==> src/rtl/core_mem_arb.sv <==
// core_mem_arb: shares one memory port between IFU fetches and LSU loads/stores.
// Optional feature macro: CORE_MEM_ARB_RR_EN (round-robin arbitration on simultaneous requests;
// when undefined, LSU has fixed priority over IFU).
module core_mem_arb #(
    parameter int XLEN   = 32,
    parameter int STRB_W = 4
) (
    input  logic              clk,
    input  logic              rst,
    input  logic              ifu_req_valid,
    output logic              ifu_req_ready,
    input  logic [XLEN-1:0]   ifu_req_addr,
    output logic              ifu_rsp_valid,
    output logic [XLEN-1:0]   ifu_rsp_rdata,
    input  logic              lsu_req_valid,
    output logic              lsu_req_ready,
    input  logic              lsu_req_wen,
    input  logic [XLEN-1:0]   lsu_req_addr,
    input  logic [STRB_W-1:0] lsu_req_wstrb,
    input  logic [XLEN-1:0]   lsu_req_wdata,
    output logic              lsu_rsp_valid,
    output logic [XLEN-1:0]   lsu_rsp_rdata,
    output logic              mem_req_valid,
    input  logic              mem_req_ready,
    output logic              mem_req_wen,
    output logic [XLEN-1:0]   mem_req_addr,
    output logic [STRB_W-1:0] mem_req_wstrb,
    output logic [XLEN-1:0]   mem_req_wdata,
    input  logic              mem_rsp_valid,
    input  logic [XLEN-1:0]   mem_rsp_rdata
);
    localparam logic [1:0] IDLE = 2'd0;
    localparam logic [1:0] REQ  = 2'd1;
    localparam logic [1:0] RSP  = 2'd2;

    logic [1:0]        state_q, state_d;
    logic              owner_q, owner_d;
    logic              wen_q, wen_d;
    logic [XLEN-1:0]   addr_q, addr_d;
    logic [STRB_W-1:0] wstrb_q, wstrb_d;
    logic [XLEN-1:0]   wdata_q, wdata_d;
    logic              lsu_pri, grant_lsu, idle, accept, rsp_fire;

`ifdef CORE_MEM_ARB_RR_EN
    logic last_q, last_d;
    // LSU gets priority unless it was the most recent grant (last_q = 1 means LSU)
    always_comb begin
        lsu_pri = !last_q;
        last_d  = accept ? grant_lsu : last_q;
    end
    // last-grant register, reset to IFU
    always_ff @(posedge clk) begin
        last_q <= rst ? 1'b0 : last_d;
    end
`else
    assign lsu_pri = 1'b1;
`endif

    // arbitration, handshakes, response routing and next-state/request-latch logic
    always_comb begin
        idle          = !rst && state_q == IDLE;
        grant_lsu     = lsu_req_valid && (!ifu_req_valid || lsu_pri);
        accept        = idle && (ifu_req_valid || lsu_req_valid);
        ifu_req_ready = idle && ifu_req_valid && !grant_lsu;
        lsu_req_ready = idle && grant_lsu;
        mem_req_valid = !rst && state_q == REQ;
        mem_req_wen   = mem_req_valid && wen_q;
        mem_req_addr  = mem_req_valid ? addr_q : '0;
        mem_req_wstrb = mem_req_valid ? wstrb_q : '0;
        mem_req_wdata = mem_req_valid ? wdata_q : '0;
        rsp_fire      = !rst && mem_rsp_valid && ((state_q == REQ && mem_req_ready) || state_q == RSP);
        ifu_rsp_valid = rsp_fire && !owner_q;
        lsu_rsp_valid = rsp_fire && owner_q;
        ifu_rsp_rdata = ifu_rsp_valid ? mem_rsp_rdata : '0;
        lsu_rsp_rdata = (lsu_rsp_valid && !wen_q) ? mem_rsp_rdata : '0;
        state_d = (state_q == IDLE) ? (accept ? REQ : IDLE) :
                  (state_q == REQ)  ? (mem_req_ready ? (mem_rsp_valid ? IDLE : RSP) : REQ) :
                  (state_q == RSP)  ? (mem_rsp_valid ? IDLE : RSP) : IDLE;
        owner_d = accept ? grant_lsu : owner_q;
        wen_d   = accept ? (grant_lsu && lsu_req_wen) : wen_q;
        addr_d  = accept ? (grant_lsu ? lsu_req_addr : ifu_req_addr) : addr_q;
        wstrb_d = accept ? ((grant_lsu && lsu_req_wen) ? lsu_req_wstrb : '0) : wstrb_q;
        wdata_d = accept ? (grant_lsu ? lsu_req_wdata : '0) : wdata_q;
    end

    // state and latched request registers
    always_ff @(posedge clk) begin
        if (rst) begin
            state_q <= IDLE;
            owner_q <= 1'b0;
            wen_q   <= 1'b0;
            addr_q  <= '0;
            wstrb_q <= '0;
            wdata_q <= '0;
        end else begin
            state_q <= state_d;
            owner_q <= owner_d;
            wen_q   <= wen_d;
            addr_q  <= addr_d;
            wstrb_q <= wstrb_d;
            wdata_q <= wdata_d;
        end
    end
endmodule

==> config.mk <==
export PLATFORM = sky130hd
export DESIGN_NAME = core_mem_arb
export DESIGN_NICKNAME = d
export VERILOG_FILES = /design/src/rtl/core_mem_arb.sv
export SDC_FILE = /design/constraint.sdc
export NUM_CORES = 1
export LEC_CHECK = 0
export ABC_AREA = 0
export CAP_MARGIN = 5
export CORE_ASPECT_RATIO = 0.75
export CORE_MARGIN = 2
export CORE_UTILIZATION = 38
export CTS_BUF_LIST = sky130_fd_sc_hd__clkbuf_8
export CTS_CLUSTER_SIZE = 24
export DETAILED_ROUTE_END_ITERATION = 12
export GPL_TIMING_DRIVEN = 0
export HOLD_SLACK_MARGIN = 0.03
export PLACE_DENSITY = 0.88
export SYNTH_ARGS = -nofsm -noshare
export SYNTH_HDL_FRONTEND = slang
export SYNTH_SLANG_ARGS = --single-unit
==> constraint.sdc <==
create_clock -name clk -period 4 [get_ports clk]
set_clock_uncertainty 0.1 [all_clocks]
set_input_delay 0.8 -clock clk [delete_from_list [all_inputs] [get_ports clk]]
set_output_delay 0.8 -clock clk [all_outputs]
set_load 0.03 [all_outputs]
Word-level counts from Yosys, hierarchy flattened
Cells that the tools add are included.
{"block": "classes", "reduce_logical": 21, "n_eq_ne": 2, "mux": 14}
{"op": "32-bit two-way mux", "n": 6}
{"op": "1-bit logical AND", "n": 14}
{"op": "2-bit two-way mux", "n": 5}
{"op": "4-bit two-way mux", "n": 2}
{"op": "1-bit logical NOT", "n": 4}
{"op": "2-bit by 1-bit equality test with 1-bit output (second input constant)", "n": 1}
{"op": "2-bit equality test (second input constant)", "n": 1}
{"op": "2-bit logical NOT", "n": 1}
{"op": "1-bit logical OR", "n": 2}
{"op": "1-bit two-way mux", "n": 1}
{"block": "totals", "reg_bits": 72, "wordCells": 43, "output_inout_bits": 138}

Longest topological paths before layout
Gate-level depths: netlist (run 1).
{"block": "logic_depth", "word_depth": 7, "mapped_depth": 6, "ltp_nobuf": 3}

Least setup slack after synthesis (run 1)
Ideal clock, no wire load.
{"block": "synth_timing", "kind": "input port to output port", "from": "in rst", "to": "out ifu_rsp_rdata[22]", "t_required_ps": 3100, "t_arrival_ps": 2021, "path_buffers": 2, "setup_slack_ps": 1079, "cell_stages": 5, "path_cell_list": "buf_2 nand2b_1 a211oi_2 buf_2 and2_1"}
{"block": "synth_via", "elab_chain_len": 5}
{"item": "start, declared", "line": "9", "text": "input logic rst,"}
{"item": "1-bit logical NOT", "line": "71", "text": "rsp_fire = !rst && mem_rsp_valid && ((state_q == REQ && mem_req_ready) || state_q == RSP);"}
{"item": "1-bit logical AND (2 in a row)", "line": "71"}
{"item": "1-bit logical AND", "line": "72", "text": "ifu_rsp_valid = rsp_fire && !owner_q;"}
{"item": "via ifu_rsp_valid", "line": "13", "text": "output logic ifu_rsp_valid,"}
{"item": "32-bit two-way mux", "line": "74", "text": "ifu_rsp_rdata = ifu_rsp_valid ? mem_rsp_rdata : '0;"}
{"item": "end, declared", "line": "14", "text": "output logic [XLEN-1:0] ifu_rsp_rdata,"}
The timed path passes the listed nets, and every way through them passes these cells.

Worst setup path after layout (run 1)
{"block": "layout_timing", "from": "in mem_req_ready", "to": "out lsu_rsp_rdata[13]"}
{"block": "layout_via", "elab_chain_len": 6}
{"item": "start, declared", "line": "24", "text": "input logic mem_req_ready,"}
{"item": "1-bit logical AND", "line": "71"}
{"item": "1-bit logical OR", "line": "71"}
{"item": "1-bit logical AND", "line": "71"}
{"item": "1-bit logical AND", "line": "73", "text": "lsu_rsp_valid = rsp_fire && owner_q;"}
{"item": "1-bit logical AND", "line": "75", "text": "lsu_rsp_rdata = (lsu_rsp_valid && !wen_q) ? mem_rsp_rdata : '0;"}
{"item": "32-bit two-way mux", "line": "75"}
{"item": "end, declared", "line": "22", "text": "output logic [XLEN-1:0] lsu_rsp_rdata,"}
No other way between the ends.

==> results.cfg, run 1 <==
[run_status]
status = finished clean

[synthesis]
synth_top_area_cell = dfxtp_1
synth_top_area_frac = 0.381
synth_area_leaders = dfxtp_1 (38%), and3_1 (17%), mux2i_1 (8.5%)
yosysMostFrequentCell = and3_1
avgSynthCellArea_um2 = 8.97
syn_inst = 422
syn_area_um2 = 3780
yosysSeqAreaShare = 0.381
ys_warn_count = 0
synth_nets = 561
synth_ff_type = dfxtp_1
synth_common_cells = and3_1 (102), dfxtp_1 (72), a21oi_1 (38)
ys_seq_elements = 72
ys_async_sr_fraction = 0
synth_edf_count = 0
netlist-cell-type-count = 28

[drt]
wl_per_cell_um = 17.3
post-route-drc-count = 0
first_pass_iters = 5
via_per_inst = 5.24
drtIter0Drc = 201
routed_wl_mm = 14.6
num_vias = 4425
detail-route-antenna-nets = 0

[setup_path]
cp-end-kind = primary output
start_kind = input pin
path_max_fanout = 10
critPathKind = in -> out
worstPathRequired_ps = 3100
critPathArrivalTime_ps = 2950

[sta]
worst_slew_pin_slew_ps = 650
finalSetupViolCount = 0
min_period_over_period = 0.962
hold_viol = 0
drv_slew = 0
max_freq_mhz = 260
post-route-min-period_ps = 3850
grt_setup_unrepaired = no
fin_setup_tns_ps = 0
slew_headroom = 0.565

[final_layout]
antenna_cells = 0
fill_cells = 731
fin_util = 0.717
drive_gt1_frac = 0.0617
layout.nets = 847
area_growth_pct = 82.9

[clock_network]
numCtsBuffers = 9
clk_latency_ps = 330
root_buffer = clkbuf_8
cts_sinks = 72
tritoncts = built
clk_pin_slew_ps = 90
clock_path_buffers = 2
cts-htree-levels = 3

[placed_design]
gp_congestion = 0.919
port_buffers = 275
hpwl_mm = 11.7

[grt]
grt_pass1_wl_mm = 22.9
antenna_found_initial = 0
overflow = 0
grt_pass1_vias = 4420
grt_max_degree = 15
grt_usage = 0.262

[floorplan]
dieArea_um2 = 10800
rows = 31
core_um2 = 9660
dieHeight_um = 90.4
io_pins = 277
start_util = 0.392
die_w_um = 119

[hold_path]
hold_path.class = reg -> reg

[power]
peakVddDrop_mv = 0.185
powerDensity_nw_per_um2 = 277
p_leak_nw = 3.01

[flow_run]
cap_viol_max_count = 0
cells in the final DEF, fill, tap and decap left out, types with 9 or more instances in the layout:
| cell type | netlist | layout |
|---|---|---|
| dfxtp_1 | 72 | 72 |
| mux2i_1 | 32 | 32 |
| a22o_1 | 33 | 33 |
| a211oi_1 | 33 | 33 |
| a21oi_1 | 38 | 38 |
| and3_1 | 102 | 102 |
| and2_1 | 34 | 34 |
| clkbuf_1 | 28 | 28 |
| clkdlybuf4s50_1 | 0 | 275 |
| buf_2 | 9 | 9 |
| clkbuf_8 | 0 | 10 |
area by class of cell:
class	count	area (um2)	area share
buffer	50	253	0.0365
clock inverter	6	75.1	0.0108
inverter	1	3.75	0.000542
sequential	72	1440	0.208
tap	132	165	0.0239
clock buffer	10	138	0.0199
multi-input combinational	299	2090	0.302
timing repair buffer	275	2750	0.398
report_power, final:
group | total [mW] | internal [mW] | leakage (nW) | switching (mW)
clock network | 0.607 | 0.315 | 0.105 | 0.292
registers | 0.808 | 0.776 | 0.594 | 0.0321
logic | 0.504 | 0.261 | 2.32 | 0.243
logic make-up (layout without fill, tap and decap cells):
kind of cell           after synthesis  in the layout  share of synthesized area
buffers and inverters               51            342                     0.0678
muxes                               32             32                     0.0847
and+or+nand+nor                    155            155                      0.260
DFF                                 72             72                      0.381
AOI/OAI and AO/OA                  112            112                      0.207
path summary, 6_finish.rpt:
path	to	slack, ps	cells past startpoint	startpoint
worst max-delay path	lsu_rsp_rdata[13]	150	6	mem_req_ready
worst min-delay path	wstrb_q[1]	370	2	wstrb_q[1]
worst max register to register	addr_q[6]	2220	4	state_q[1]
worst min register to register	wstrb_q[1]	370	2	wstrb_q[1]
worst max-delay path, stage by stage:
cell and delay, ps:
clkdlybuf4s50_1 530, nand3b_4 120, a21oi_2 260, clkbuf_1 330, and3_1 220, clkdlybuf4s50_1 680
registers in the layout (all words and copies together), names as in the netlist:
signal,cells
wdata_q,32
state_q,2
wstrb_q,4
wen_q,1
addr_q,32
owner_q,1
through the flow:
step / setup slack, ps / hold slack, ps / instance area [um2] / cells / total power [mW]
after detailed placement: 153 / 349 / 6700 / 829 / 1.32
after global placement: 169 / 348 / 6700 / 829 / 1.31
after global routing: 14.7 / 388 / 6920 / 845 / 2.01
after CTS: 140 / 373 / 6910 / 845 / 1.93
final: 153 / 374 / 6920 / 845 / 1.92
after floorplan: 1080 / 334 / 3780 / 422 / 1.07
routing by layer:
layer | global-route usage | wire length [um]
met1 | 0.295 | 5700
met2 | 0.486 | 7460
met3 | 0.0606 | 1020
met4 | 0.0863 | 418
met5 | 0 | 0
timing repair:
| item | in CTS | in global routing |
|---|---|---|
| gates resized for setup | 0 | 1 |
| setup buffers | 0 | 0 |
| setup endpoints to repair | 0 | 1 |
| hold buffers | 0 | 0 |
No activity file was read; power rests on OpenSTA's default activity.
==> run 2, diff against run 1 <==
CORE_MARGIN = 4   (was 2)
CORE_UTILIZATION = 36   (was 38)
PLACE_DENSITY = 0.84   (was 0.88)
clock period = 4.4 ns   (was 4 ns; I/O delays follow)
==> run 2 against run 1 <==
  * Register-to-register slack better by 410 ps
  * Combinational power is 9.3% lower
  * Hold slack better by 1.9 ps
  * Routed wire length is 2.1% higher
  * Sequential power is 9.2% lower
  * Setup slack better by 220 ps
  * Critical path type unchanged
  * Largest power group unchanged
  * Highest routed layer unchanged
==> results.cfg, run 2 (synthesized netlist as in run 1, its figures left out) <==
[run_status]
status = finished clean

[final_layout]
layout.nets = 847
area_growth_pct = 83.2
drive_gt1_frac = 0.0617
antenna_cells = 0
final_common_cell = clkdlybuf4s50_1
layout_common_cells = clkdlybuf4s50_1 (275), and3_1 (102), dfxtp_1 (72), a21oi_1 (38), and2_1 (34)
largestRegisters = addr_q (32), wdata_q (32), wstrb_q (4)

[flow_run]
cap_viol_max_count = 0

[grt]
top_usage_layer = met2
grt_max_degree = 15
grt_pass1_vias = 4501
met1_usage = 0.265
globalRouteMet3Util = 0.0591
met2_usage = 0.416
antenna_found_initial = 0
overflow = 0
grt_pass1_wl_mm = 23.0
grt_usage = 0.231

[clock_network]
numCtsBuffers = 9
clk_latency_ps = 340
cts_sinks = 72
postCtsSetupRepairBufs = 0
cts_resized = 0
clock_path_buffers = 2
holdBufCountCts = 0
cts-htree-levels = 3
clk_pin_slew_ps = 80
root_buffer = clkbuf_8
tritoncts = built

[setup_path]
cp-end-kind = primary output
start_kind = input pin
cp_slowest_stage_delay_ps = 680
slowest_stage = clkdlybuf4s50_1
crit_buf_inv = 3
critPathArrivalTime_ps = 3050
critPathKind = in -> out
critical_path.top_delay_family = buffers and inverters
worstPathRequired_ps = 3420
path_max_fanout = 10
path_cells = clkdlybuf4s50_1 -> nand3b_4 -> a211oi_2 -> buf_2 -> and2_1 -> clkdlybuf4s50_1
critPathMostFrequentCell = clkdlybuf4s50_1

[drt]
detail-route-antenna-nets = 0
drtIter0Drc = 160
wl_per_cell_um = 17.6
post-route-drc-count = 0
routed_wl_mm = 14.9
via_per_inst = 5.16
num_vias = 4378
first_pass_iters = 4

[sta]
max_freq_mhz = 248
fin_ws_ps = 375
drv_slew = 0
hold_viol = 0
slew_headroom = 0.546
finalSetupViolCount = 0
post-route-min-period_ps = 4030
fin_setup_tns_ps = 0
grt_setup_unrepaired = no
worst_slew_pin_slew_ps = 678
min_period_over_period = 0.915

[power]
p_leak_nw = 3.02
p_total_mw = 1.79
powerDensity_nw_per_um2 = 258
peakVddDrop_mv = 0.146

[placed_design]
hpwl_mm = 12.1
preCtsSetupSlack_ps = 361
gp_congestion = 0.939
port_buffers = 275

[floorplan]
rows = 32
io_pins = 277
start_util = 0.368
die_w_um = 126
dieArea_um2 = 12200
dieHeight_um = 96.8
core_um2 = 10300

[hold_path]
hold_path.class = reg -> reg
## run 2: power by group
group,switching [mW],leakage (nW),internal (mW),total [mW]
Sequential,0.0288,0.594,0.705,0.734
Combinational,0.220,2.32,0.237,0.457
Clock,0.271,0.106,0.324,0.595
## run 2: layout make-up
type | count | area (um2)
Inverter | 1 | 3.75
Clock inverter | 7 | 101
Fill cell | 820 | 3360
Timing Repair Buffer | 275 | 2750
Clock buffer | 9 | 124
Buffer | 50 | 253
Tap cell | 136 | 170
Multi-Input combinational cell | 299 | 2090
Sequential cell | 72 | 1440
## run 2: metrics by stage
step / hold WS, ps / utilization / instances / area [um2]
final: 376 / 0.674 / 849 / 6930
after global routing: 390 / 0.674 / 849 / 6930
after CTS: 372 / 0.674 / 849 / 6930
after detailed placement: 347 / 0.652 / 833 / 6710
after global placement: 348 / 0.652 / 833 / 6710
after floorplan: 334 / - / 422 / 3780
## run 2: worst register-to-register path: stages, from the launching register on
cell,delay (ps)
dfxtp_1,400
or2_2,380
nor2_1,330
buf_2,300
a211oi_1,130
## run 2: worst paths after layout
path | start | endpoint | slack (ps) | cells past startpoint
worst max-delay path | mem_req_ready | ifu_rsp_rdata[29] | 370 | 6
worst min-delay path | wdata_q[22] | wdata_q[22] | 380 | 1
worst max register to register | state_q[1] | addr_q[27] | 2630 | 4
worst min register to register | wdata_q[22] | wdata_q[22] | 380 | 1
## run 2: routing by layer
metal	wire length (um)	part of all wire
met1	5880	0.39
met2	7710	0.52
met4	374	0.025
met3	946	0.063
met5	0	0
